`src/rtl/pipelined_oet_sorter_pkg.sv`:
```
// sort_pkg: shared defaults, element type and compare-swap helper for the OET sorter
package sort_pkg;
  localparam int DEF_N = 5;
  localparam int DEF_DATA_WIDTH = 8;
  localparam int MAX_W = 64;
  typedef logic [DEF_DATA_WIDTH-1:0] elem_t;
  function automatic logic [2*MAX_W-1:0] cmp_swap(input logic [MAX_W-1:0] a, input logic [MAX_W-1:0] b, input logic desc);
    return (desc ? a < b : b < a) ? {b, a} : {a, b};
  endfunction
endpackage

```
`src/rtl/pipelined_oet_sorter_if.sv`:
```
// pipelined_oet_sorter_if: window stream in/out handshake bundle (in_bypass only with OET_SORTER_BYPASS_EN)
interface pipelined_oet_sorter_if import sort_pkg::*; #(parameter int N = DEF_N, parameter int DATA_WIDTH = DEF_DATA_WIDTH);
  logic in_valid, in_ready, in_desc, out_valid, out_ready;
  logic [N*DATA_WIDTH-1:0] in_data, out_data;
  logic [DATA_WIDTH-1:0] out_median;
`ifdef OET_SORTER_BYPASS_EN
  logic in_bypass;
  modport master(output in_valid, in_desc, in_data, in_bypass, out_ready, input in_ready, out_valid, out_data, out_median);
  modport slave(input in_valid, in_desc, in_data, in_bypass, out_ready, output in_ready, out_valid, out_data, out_median);
`else
  modport master(output in_valid, in_desc, in_data, out_ready, input in_ready, out_valid, out_data, out_median);
  modport slave(input in_valid, in_desc, in_data, out_ready, output in_ready, out_valid, out_data, out_median);
`endif
endinterface

```
`src/rtl/pipelined_oet_sorter_layer.sv`:
```
// oet_layer: one registered odd-even transposition layer carrying valid/desc/bypass beside the data
module oet_layer import sort_pkg::*; #(
  parameter int N = DEF_N,
  parameter int DATA_WIDTH = DEF_DATA_WIDTH,
  parameter int ODD = 0
) (
  input  logic clk,
  input  logic rst_n,
  input  logic en,
  input  logic in_valid,
  input  logic in_desc,
  input  logic in_byp,
  input  logic [N*DATA_WIDTH-1:0] in_data,
  output logic out_valid,
  output logic out_desc,
  output logic out_byp,
  output logic [N*DATA_WIDTH-1:0] out_data
);
  localparam int W = DATA_WIDTH;
  logic [N*W-1:0] nxt;
  for (genvar i = 0; i < N; i++) begin : g
    if (i % 2 == ODD && i + 1 < N) begin : g_pair
      logic [2*MAX_W-1:0] s;
      assign s = cmp_swap(MAX_W'(in_data[(N-i)*W-1 -: W]), MAX_W'(in_data[(N-i-1)*W-1 -: W]), in_desc);
      assign nxt[(N-i)*W-1 -: 2*W] = in_byp ? in_data[(N-i)*W-1 -: 2*W] : {W'(s[2*MAX_W-1:MAX_W]), W'(s[MAX_W-1:0])};
    end else if (i % 2 == ODD || i == 0) begin : g_pass
      assign nxt[(N-i)*W-1 -: W] = in_data[(N-i)*W-1 -: W];
    end
  end
  always_ff @(posedge clk or negedge rst_n)
    if (!rst_n) begin
      out_valid <= 1'b0;
      out_desc <= 1'b0;
      out_byp <= 1'b0;
      out_data <= '0;
    end else if (en) begin
      out_valid <= in_valid;
      out_desc <= in_desc;
      out_byp <= in_byp;
      out_data <= nxt;
    end
endmodule

```
`src/rtl/pipelined_oet_sorter.sv`:
```
// pipelined_oet_sorter: N-layer registered OET sort with backpressure and median tap (OET_SORTER_BYPASS_EN adds in_bypass)
module pipelined_oet_sorter import sort_pkg::*; #(
  parameter int N = DEF_N,
  parameter int DATA_WIDTH = DEF_DATA_WIDTH,
  parameter int MED_IDX = (N - 1) / 2
) (
  input logic clk,
  input logic rst_n,
  pipelined_oet_sorter_if.slave bus
);
  localparam int W = DATA_WIDTH;
  logic stall, unused;
  logic [N:0] vld, dsc, byp;
  logic [N*W-1:0] dat [N+1];
  assign stall = bus.out_valid && !bus.out_ready;
  assign bus.in_ready = !stall;
  assign vld[0] = bus.in_valid;
  assign dsc[0] = bus.in_desc;
  assign dat[0] = bus.in_data;
`ifdef OET_SORTER_BYPASS_EN
  assign byp[0] = bus.in_bypass;
`else
  assign byp[0] = 1'b0;
`endif
  for (genvar k = 0; k < N; k++) begin : g_layer
    oet_layer #(.N(N), .DATA_WIDTH(W), .ODD(k % 2)) u_layer (
      .clk(clk), .rst_n(rst_n), .en(!stall),
      .in_valid(vld[k]), .in_desc(dsc[k]), .in_byp(byp[k]), .in_data(dat[k]),
      .out_valid(vld[k+1]), .out_desc(dsc[k+1]), .out_byp(byp[k+1]), .out_data(dat[k+1])
    );
  end
  // the last layer's order flags have no consumer
  assign unused = ^{dsc[N], byp[N]};
  assign bus.out_valid = vld[N];
  assign bus.out_data = dat[N];
  assign bus.out_median = dat[N][(N-MED_IDX)*W-1 -: W];
endmodule

```
`src/flat_wrapper.sv`:
```
// flat-port wrapper written by rule: the top's interface ports become plain ports
module pipelined_oet_sorter_flat import sort_pkg::*;
#(
  parameter int N = DEF_N,
  parameter int DATA_WIDTH = DEF_DATA_WIDTH,
  parameter int MED_IDX = (N - 1) / 2
)
  (clk, rst_n, bus_in_valid, bus_in_desc, bus_in_data, bus_out_ready, bus_in_ready, bus_out_valid, bus_out_data, bus_out_median);
  pipelined_oet_sorter_if #(.N(N), .DATA_WIDTH(DATA_WIDTH)) bus_i ();
  input logic clk;
  input logic rst_n;
  input wire logic [$bits(bus_i.in_valid)-1:0] bus_in_valid;
  input wire logic [$bits(bus_i.in_desc)-1:0] bus_in_desc;
  input wire logic [$bits(bus_i.in_data)-1:0] bus_in_data;
  input wire logic [$bits(bus_i.out_ready)-1:0] bus_out_ready;
  output wire logic [$bits(bus_i.in_ready)-1:0] bus_in_ready;
  output wire logic [$bits(bus_i.out_valid)-1:0] bus_out_valid;
  output wire logic [$bits(bus_i.out_data)-1:0] bus_out_data;
  output wire logic [$bits(bus_i.out_median)-1:0] bus_out_median;
  assign bus_i.in_valid = bus_in_valid;
  assign bus_i.in_desc = bus_in_desc;
  assign bus_i.in_data = bus_in_data;
  assign bus_i.out_ready = bus_out_ready;
  assign bus_in_ready = bus_i.in_ready;
  assign bus_out_valid = bus_i.out_valid;
  assign bus_out_data = bus_i.out_data;
  assign bus_out_median = bus_i.out_median;
  pipelined_oet_sorter #(.N(N), .DATA_WIDTH(DATA_WIDTH), .MED_IDX(MED_IDX)) u_core (.clk(clk), .rst_n(rst_n), .bus(bus_i));
endmodule
```
`config.mk`:
```
export PLATFORM = sky130hd
export DESIGN_NAME = pipelined_oet_sorter_flat
export DESIGN_NICKNAME = d
export VERILOG_FILES = /design/src/rtl/pipelined_oet_sorter_pkg.sv /design/src/rtl/pipelined_oet_sorter_if.sv /design/src/rtl/pipelined_oet_sorter_layer.sv /design/src/rtl/pipelined_oet_sorter.sv /design/src/flat_wrapper.sv
export SDC_FILE = /design/constraint.sdc
export NUM_CORES = 1
export LEC_CHECK = 0
export ABC_AREA = 0
export BUFFER_PORTS_ARGS = -buffer_cell sky130_fd_sc_hd__buf_2
export CAP_MARGIN = 20
export CORE_ASPECT_RATIO = 1.75
export CORE_MARGIN = 2
export CORE_UTILIZATION = 40
export DETAILED_ROUTE_END_ITERATION = 10
export GPL_ROUTABILITY_DRIVEN = 0
export GPL_TIMING_DRIVEN = 0
export PLACE_DENSITY = 0.65
export SYNTH_ARGS = -nofsm -noshare
export SYNTH_HDL_FRONTEND = slang
export SYNTH_SLANG_ARGS = --single-unit
```
`constraint.sdc`:
```
create_clock -name clk -period 3 [get_ports clk]
set_clock_uncertainty 0.2 [all_clocks]
set_input_delay 0.3 -clock clk [delete_from_list [all_inputs] [get_ports clk]]
set_output_delay 0.3 -clock clk [all_outputs]
set_load 0.02 [all_outputs]
```
==> flow_summary.toml, run 1 <==
[worst_setup_path]
cp_data_arrival_time_ns = 2.37
rrSetupSlack_ns = 0.31
required_ns = 2.50
worstSetupStartpointType = "register"
crit_type = "register to output port"
r2r_start = "u_core.g_layer[4].u_layer.out_valid"
cp-startpoint = "u_core.g_layer[4].u_layer.out_valid"
cp-end-kind = "output port"
critPathMaxFanout = 10

[route]
antenna_left = 0
highest_layer = "met4"
viasPerCell = 5.64
route.met2.wl_um = 20500
firstDrtPassIters = 5
drtIter0Drc = 775
route.detailed.drc = 0
wl_met3_um = 1440
wl_per_cell_um = 19.4
wirelength_um = 38100
drt-met1-wl_um = 13200
vias = 11100

[worst_hold_path]
hold_start = "bus_in_data[11]"
hold_class = "input port to register"

[clocking]
clock_path_buffers = 3
cts_tree = "done"
clock-root-buffer = "clkbuf_16"
cts-buffers-inserted = 22
clock-sinks = 209
insertion_delay_ns = 0.52
post_cts_buffers = 0
htreeDepth = 1
path_clk_slew_ns = 0.06

[power]
switching_share = 0.448
leakagePower_nw = 7.23
max-vdd-ir-drop_uv = 558
p_int_mw = 10.4
seqPwrFrac = 0.290
pwr-share-comb = 0.554
p_switching_mw = 8.40
clkPwrFrac = 0.156
finalPower_mw = 18.8
powerDensity_nw_per_um2 = 1270

[sta]
setup_viol = 0
max_freq_mhz = 348
layout_setup_ws_ns = 0.126
holdWs_ns = 0.00897
hold_violations = 0
slew_viol_final = 0
worst_pin_slew_ns = 0.903
finalCriticalPeriod_ns = 2.87
slew_headroom = 0.398
rsz0062_at_grt = "false"
min_period_over_period = 0.958

[logic_synthesis]
synthTopCellsByArea = "dfrtp_1 41%, a21oi_1 14%, mux2i_1 12%"
syn_inst = 1426
ys_seq_elements = 209
yosysTopAreaCellShare = 0.407
yosysSeqAreaShare = 0.407
yosys.cell_types.count = 33
synth_flop_cell = "dfrtp_1"
yosysTopAreaCell = "dfrtp_1"
synth-edff-count = 0
syn_avg_cell_area_um2 = 9.02
async_flop_share = 1.00
syn_nets = 1551
ys_warn_count = 0
synth_area_um2 = 12900

[layout]
fin_nets = 1684
fin_util = 0.469
n_antenna_cell = 0
fin_area_um2 = 14800
area_growth_pct = 15.0
final_layout_size_suffix_gt1_frac = 0.137

[place]
place_ws_ns = 0.353
place_area_um2 = 13900
port_buffers = 94
dp_hpwl_um = 29700

[floorplanning]
start_util = 0.408
die_w_um = 140
core_area_um2 = 31500
io_pins = 95
num_rows = 86
dieArea_um2 = 33600
fp.dieH_um = 241

[global_route]
grt-ovfl-total = 0
grt_pass1_wl_um = 60400
first_global_vias = 11500
grt_max_degree = 88
antenna_found_initial = 0
grt_use_total = 0.227

[flow_run]
drv_cap = 0

[outcome]
status = "finished clean"
==> power by group through the flow <==
stage                     Sequential, mW  Clock (mW)  Combinational (mW)
after floorplan                     4.97           0                7.96
after global placement              5.39           0                9.95
after detailed placement            5.46           0                10.4
after CTS                           5.41        2.97                10.4
after global routing                5.58        3.08                11.4
final                               5.44        2.93                10.4
==> through the flow <==
step,TNS (ns),instances
CTS,0,1969
global route,0,1969
finish,0,1969
detailed placement,0,1918
global placement,-461.72,1916
floorplan,0,1426
==> placed cells by master, fill, tap and decap left out, drive strengths merged, types with 24 or more instances in the layout <==
cell type / instances
a21oi: 353
dfrtp: 209
buf: 167
mux2i: 160
nand2: 128
inv: 89
clkbuf: 83
nor2: 81
and2: 80
ha: 80
o211ai: 24
==> flip-flops by register name (all words and copies together) (netlist names) <==
name                              cells
u_core.g_layer.u_layer.out_data     200
u_core.g_layer.u_layer.out_valid      5
u_core.g_layer.u_layer.out_desc       4
==> cell usage after synthesis, types with 2 or more instances <==
cell and number:
nand4_1 20, o311ai_4 4, and2_1 80, o211a_1 5, a41oi_1 4, mux2i_1 160
dfrtp_1 209, o311a_1 4, o21ai_1 4, clkbuf_1 53, buf_2 18, o21ai_0 19
buf_4 49, buf_1 4, a21o_1 2, nor2_1 81, ha_1 80, nand2b_1 6
nor2b_1 11, or2_2 4, nand2_1 128, inv_1 88, a21oi_1 353, a211o_1 9
o211ai_1 19, o211ai_2 5
==> final timing paths <==
check | cells after the start | endpoint
worst max-delay path | 7 | bus_in_ready
worst min-delay path | 4 | u_core.g_layer[0].u_layer.out_data[19]
worst max register to register | 7 | u_core.g_layer[2].u_layer.out_data[24]
worst min register to register | 2 | u_core.g_layer[0].u_layer.out_valid
max in group asynchronous | 4 | u_core.g_layer[3].u_layer.out_data[36]
min in group asynchronous | 2 | u_core.g_layer[0].u_layer.out_valid
==> metal layers <==
layer,up-vias,track usage
met4,0,0.176
met3,138,0.0240
met5,-,0
met2,348,0.430
met1,5410,0.224
li1,5211,-
==> logic make-up after synthesis <==
group                    Yosys count  share of synthesized area
adder cells (fa/ha/maj)           80                     0.0779
AO/OA/AOI/OAI                    432                      0.191
AND/OR/NAND/NOR                  332                      0.121
buffers and inverters            213                     0.0788
multiplexers                     160                      0.125
flip-flops                       209                      0.407
==> worst max-delay path: stages (launching register included) <==
cell      delay [ns]
dfrtp_1         0.38
nor2b_1         0.13
buf_2           0.16
inv_1           0.10
buf_2           0.30
clkbuf_4        0.32
buf_2           0.26
buf_2           0.20
==> cell type report <==
| type | count | area [um2] |
|---|---|---|
| Buffer | 125 | 686 |
| Clock buffer | 29 | 638 |
| Clock inverter | 9 | 126 |
| Fill cell | 3067 | 16700 |
| Inverter | 88 | 330 |
| Multi-Input combinational cell | 1004 | 6610 |
| Sequential cell | 209 | 5230 |
| Tap cell | 396 | 495 |
| Timing Repair Buffer | 109 | 666 |
==> repair_timing <==
item	4_1_cts	5_1_grt
hold endpoints to repair	140	0
setup endpoints to repair	0	1
resized for setup	0	1
hold buffers	13	0
(Power assumes the default switching activity.)
==> inputs of run 2 (changes only) <==
- clock period: 3 -> 3.21 ns (I/O delays scaled with it)
==> run 2 against run 1 <==
Utilization down 0.071 points. Critical path depth unchanged. Final cell count down 0.10%. Sequential power down 6.6%. Worst hold slack better by 0.018 ns. Design area down 0.15%. Clock-buffer cell count unchanged. Register-to-register slack better by 0.19 ns. Global-route usage about the same. Non-clock buffer count down 2. Critical endpoint unchanged.
==> flow_summary.toml, run 2 (synthesized netlist as in run 1, its figures left out) <==
[power]
powerDensity_nw_per_um2 = 1190
p_int_mw = 9.69
max-vdd-ir-drop_uv = 522
pwr-share-comb = 0.554
clkPwrFrac = 0.156
p_switching_mw = 7.84
seqPwrFrac = 0.290
leakagePower_nw = 7.22
switching_share = 0.447

[clocking]
path_clk_slew_ns = 0.06
insertion_delay_ns = 0.52
clock-root-buffer = "clkbuf_16"
ctsHoldBuffers = 11
htreeDepth = 1
clock_path_buffers = 3
post_cts_buffers = 0
cts_resized = 0
cts-buffers-inserted = 22
cts_tree = "done"
clock-sinks = 209

[layout]
largest_reg_flops = 200
fin_util = 0.468
largest_register = "u_core.g_layer.u_layer.out_data"
n_antenna_cell = 0
fin_nets = 1682
reg_top3 = "u_core.g_layer.u_layer.out_data (200), u_core.g_layer.u_layer.out_valid (5), u_core.g_layer.u_layer.out_desc (4)"
final_common_cell = "a21oi_1"
layout_common_cells = "353 x a21oi_1, 209 x dfrtp_1, 160 x mux2i_1, 128 x nand2_1, 111 x buf_2"
fill_cells = 3066
area_growth_pct = 14.8
final_layout_size_suffix_gt1_frac = 0.137

[flow_run]
drv_cap = 0

[worst_hold_path]
hold_class = "input port to register"
hold_depth = 4
hold_start = "bus_in_data[10]"
holdPathEnd = "u_core.g_layer[0].u_layer.out_data[18]"

[floorplanning]
start_util = 0.408
core_area_um2 = 31500
num_rows = 86
dieArea_um2 = 33600
fp.dieH_um = 241
die_w_um = 140
io_pins = 95

[sta]
setup_viol = 0
slew_viol_final = 0
finalCriticalPeriod_ns = 2.97
worst_pin_slew_ns = 0.908
slew_headroom = 0.395
min_period_over_period = 0.924
layout_setup_ws_ns = 0.243
max_freq_mhz = 337
hold_violations = 0
rsz0062_at_grt = "false"

[worst_setup_path]
cp_data_arrival_time_ns = 2.45
crit_type = "register to output port"
worstSetupStartpointType = "register"
r2r-end = "u_core.g_layer[2].u_layer.out_data[24]"
critPathMaxFanout = 10
rrSetupSlack_ns = 0.50
r2r_start = "u_core.g_layer[4].u_layer.out_valid"
required_ns = 2.69
cp-end-kind = "output port"
rr_worst_depth = 7

[route]
drtIter0Drc = 804
wl_met3_um = 1450
firstDrtPassIters = 5
vias = 11100
drt-met1-wl_um = 13200
wl_per_cell_um = 19.4
highest_layer = "met4"
antenna_left = 0
viasPerCell = 5.63
route.met2.wl_um = 20500
route.detailed.drc = 0
wirelength_um = 38200

[place]
port_buffers = 94
dp_hpwl_um = 29700
place_ws_ns = 0.542

[outcome]
status = "finished clean"

[global_route]
grt_pass1_wl_um = 60400
grt_use_total = 0.227
first_global_vias = 11500
grt_max_degree = 88
grt-ovfl-total = 0
antenna_found_initial = 0
[run 2: cell count changes in the layout (fill, tap and decap cells not counted)]
| cell | previous run | this run |
|---|---|---|
| dlygate4sd3_1 | 13 | 11 |
| clkbuf_4 | 1 | 0 |
| buf_2 | 110 | 111 |
[run 2: layout make-up]
class / count / area (um2) / area share
clock buffers: 29 / 638 / 0.0432
repair buffers: 107 / 646 / 0.0437
inverters: 88 / 330 / 0.0224
flip-flops and latches: 209 / 5230 / 0.354
well taps: 396 / 495 / 0.0336
plain buffers: 125 / 683 / 0.0463
clock inverters: 9 / 126 / 0.00856
multi-input cells: 1004 / 6610 / 0.448
[run 2: worst max-delay path by stage]
stage / startpoint / end / depth (start not counted)
after floorplan: u_core.g_layer[3].u_layer.out_data[31] / u_core.g_layer[4].u_layer.out_data[30] / 8
after global placement: rst_n / u_core.g_layer[4].u_layer.out_data[36] / 1
after detailed placement: bus_out_ready / u_core.g_layer[2].u_layer.out_data[24] / 8
after CTS: u_core.g_layer[4].u_layer.out_valid / bus_in_ready / 7
after global routing: u_core.g_layer[4].u_layer.out_valid / bus_in_ready / 7
final: u_core.g_layer[4].u_layer.out_valid / bus_in_ready / 7
[run 2: through the flow]
step           instances  hold WS [ns]  total power, mW  TNS (ns)  area, um2
2_1_floorplan       1426        -0.175             12.1         0      12900
3_3_place_gp        1916         0.253             14.3   -422.22      13800
3_5_place_dp        1918        0.0304             14.8         0      13900
4_1_cts             1967        0.0108             17.5         0      14800
5_1_grt             1967        0.0489             18.8         0      14800
6_report            1967        0.0273             17.5         0      14800
[run 2: critical path: stages, from the launching register on]
cell and delay [ns]:
dfrtp_1 0.39, nor2b_1 0.13, buf_2 0.16, inv_1 0.10, buf_2 0.30, buf_2 0.36, buf_2 0.28, buf_2 0.20
[run 2: metal layers]
metal / GRT usage / vias up
met5: 0 / -
met2: 0.430 / 339
met4: 0.176 / 0
met3: 0.0242 / 133
li1: - / 5197
met1: 0.224 / 5410
[run 2: power by group through the flow]
stage / registers [mW] / logic (mW) / clock network, mW
floorplan: 4.64 / 7.44 / 0
global placement: 5.04 / 9.30 / 0
detailed placement: 5.10 / 9.67 / 0
CTS: 5.05 / 9.72 / 2.78
global route: 5.21 / 10.7 / 2.87
finish: 5.08 / 9.72 / 2.74
==> inputs of run 3 (changes only) <==
- CORE_UTILIZATION: 40 -> 50
- PLACE_DENSITY: 0.65 -> 0.76
- REMOVE_ABC_BUFFERS: default -> 1
==> run 3 against run 2 <==
Maximum frequency up 5.4%. Largest cell class unchanged. Global-route usage shrank 0.95 points. Flip-flop and latch count stayed put. Design area decreased by 4.2%. Register-to-register slack worse by 0.04 ns. Critical path type is now input port to register. Final cell count is 10% lower. Non-clock buffer count down 112.
==> flow_summary.toml, run 3 (synthesized netlist as in run 1, its figures left out) <==
[outcome]
status = "finished clean"

[worst_setup_path]
cp-startpoint = "bus_out_ready"
crit_type = "input port to register"
rrSetupSlack_ns = 0.46
cp-endpoint = "u_core.g_layer[2].u_layer.out_data[26]"
rr_worst_depth = 8
cp-end-kind = "register"
r2r_start = "u_core.g_layer[3].u_layer.out_data[29]"
required_ns = 3.38
cp_data_arrival_time_ns = 2.98
critPathMaxFanout = 49
worstSetupStartpointType = "input port"
r2r-end = "u_core.g_layer[4].u_layer.out_data[37]"

[sta]
rsz0062_at_grt = "false"
hold_violations = 0
finalCriticalPeriod_ns = 2.81
setup_viol = 0
slew_viol_final = 0
holdWs_ns = 0.0299
max_freq_mhz = 355
worst_pin_slew_ns = 0.681
layout_setup_ws_ns = 0.396
min_period_over_period = 0.877
slew_headroom = 0.546

[clocking]
htreeDepth = 1
path_clk_slew_ns = 0.07
cts_tree = "done"
clock_path_buffers = 3
cts-buffers-inserted = 20
clock-sinks = 209
post_cts_buffers = 0
clock-root-buffer = "clkbuf_16"
cts_resized = 0
insertion_delay_ns = 0.51

[power]
seqPwrFrac = 0.310
finalPower_mw = 16.4
leakagePower_nw = 6.89
clkPwrFrac = 0.148
max-vdd-ir-drop_uv = 412
p_switching_mw = 7.22
switching_share = 0.440
powerDensity_nw_per_um2 = 1160
p_int_mw = 9.18
pwr-share-comb = 0.542

[place]
port_buffers = 94
place_ws_ns = 0.477
dp_hpwl_um = 21200

[floorplanning]
core_area_um2 = 25200
num_rows = 77
start_util = 0.509
die_w_um = 125
fp.dieH_um = 216
dieArea_um2 = 27100
io_pins = 95

[global_route]
antenna_found_initial = 0
grt-ovfl-total = 0
grt_max_degree = 121
grt_use_total = 0.217
first_global_vias = 10300
grt_pass1_wl_um = 49200

[layout]
layout_common_cells = "353 x a21oi_1, 209 x dfrtp_1, 160 x mux2i_1, 128 x nand2_1, 93 x buf_2"
fin_util = 0.560
final_common_cell = "a21oi_1"
reg_top3 = "u_core.g_layer.u_layer.out_data (200), u_core.g_layer.u_layer.out_valid (5), u_core.g_layer.u_layer.out_desc (4)"
final_layout_size_suffix_gt1_frac = 0.106
fin_nets = 1568
largest_register = "u_core.g_layer.u_layer.out_data"
largest_reg_flops = 200
n_antenna_cell = 0
area_growth_pct = 10.0
fill_cells = 2253

[flow_run]
drv_cap = 0

[worst_hold_path]
hold_start = "bus_in_data[26]"
hold_class = "input port to register"

[route]
wirelength_um = 29300
viasPerCell = 5.73
route.detailed.drc = 0
vias = 10100
wl_per_cell_um = 16.5
antenna_left = 0
firstDrtPassIters = 6
drtIter0Drc = 607
==> run 3: changes by cell type in the layout (fill, tap and decap cells not counted), sizes merged <==
| cell | before | now |
|---|---|---|
| buf | 168 | 107 |
| clkinv | 4 | 3 |
| clkbuf | 82 | 29 |
| dlygate4sd3 | 11 | 13 |
| inv | 89 | 88 |
| clkinvlp | 1 | 0 |
| bufinv | 3 | 2 |
==> run 3: repair_timing <==
item	4_1_cts	5_1_grt
setup endpoints to repair	0	0
hold endpoints to repair	106	0
hold buffers	13	0
==> run 3: final cells by class <==
class	instances	area, um2	area share
inverter	88	333	0.0235
clock buffer	29	586	0.0414
clock inverter	5	75.1	0.00531
multi-input combinational	1004	6630	0.469
sequential	209	5230	0.370
tap	316	395	0.0280
timing repair buffer	120	896	0.0634
==> run 3: worst min-delay path by stage <==
stage / end / slack, ns / depth (start not counted)
global placement: u_core.g_layer[4].u_layer.out_valid / 0.24 / 1
finish: u_core.g_layer[0].u_layer.out_data[34] / 0.03 / 4
detailed placement: u_core.g_layer[0].u_layer.out_data[19] / 0.19 / 1
CTS: u_core.g_layer[0].u_layer.out_data[34] / 0.02 / 4
global route: u_core.g_layer[0].u_layer.out_data[32] / 0.06 / 4
floorplan: u_core.g_layer[0].u_layer.out_data[0] / -0.17 / 0
==> run 3: layer usage <==
metal	global-route usage	wire [um]	share of wire	up-vias
met5	0	0	0	-
met4	0.123	1660	0.057	0
met3	0.0168	807	0.028	85
met2	0.406	15500	0.53	204
met1	0.241	11300	0.38	4878
li1	-	-	-	4973
==> run 3: through the flow <==
stage | TNS [ns] | instances | area (um2)
2_1_floorplan | -4665.22 | 1301 | 12200
3_3_place_gp | -7759.16 | 1711 | 13000
3_5_place_dp | 0 | 1724 | 13400
4_1_cts | 0 | 1771 | 14100
5_1_grt | 0 | 1771 | 14100
6_report | 0 | 1771 | 14100
==> run 3: power groups by stage <==
stage                     combinational (mW)  sequential [mW]  clock [mW]
after CTS                               8.94             5.06        2.47
after detailed placement                8.85             5.11           0
after global placement                  6.71             4.75           0
after floorplan                         5.54             4.85           0
after global routing                    9.91             5.23        2.57
final                                   8.88             5.08        2.44
==> run 3: worst max-delay path: stages <==
cell and delay (ns):
dlygate4sd3_1 0.54, buf_2 0.14, nor2b_4 0.44, buf_12 0.27, buf_16 0.20, buf_16 0.19, buf_12 0.24, buf_12 0.24
nor2_1 0.10, a21oi_1 0.16, mux2i_1 0.10
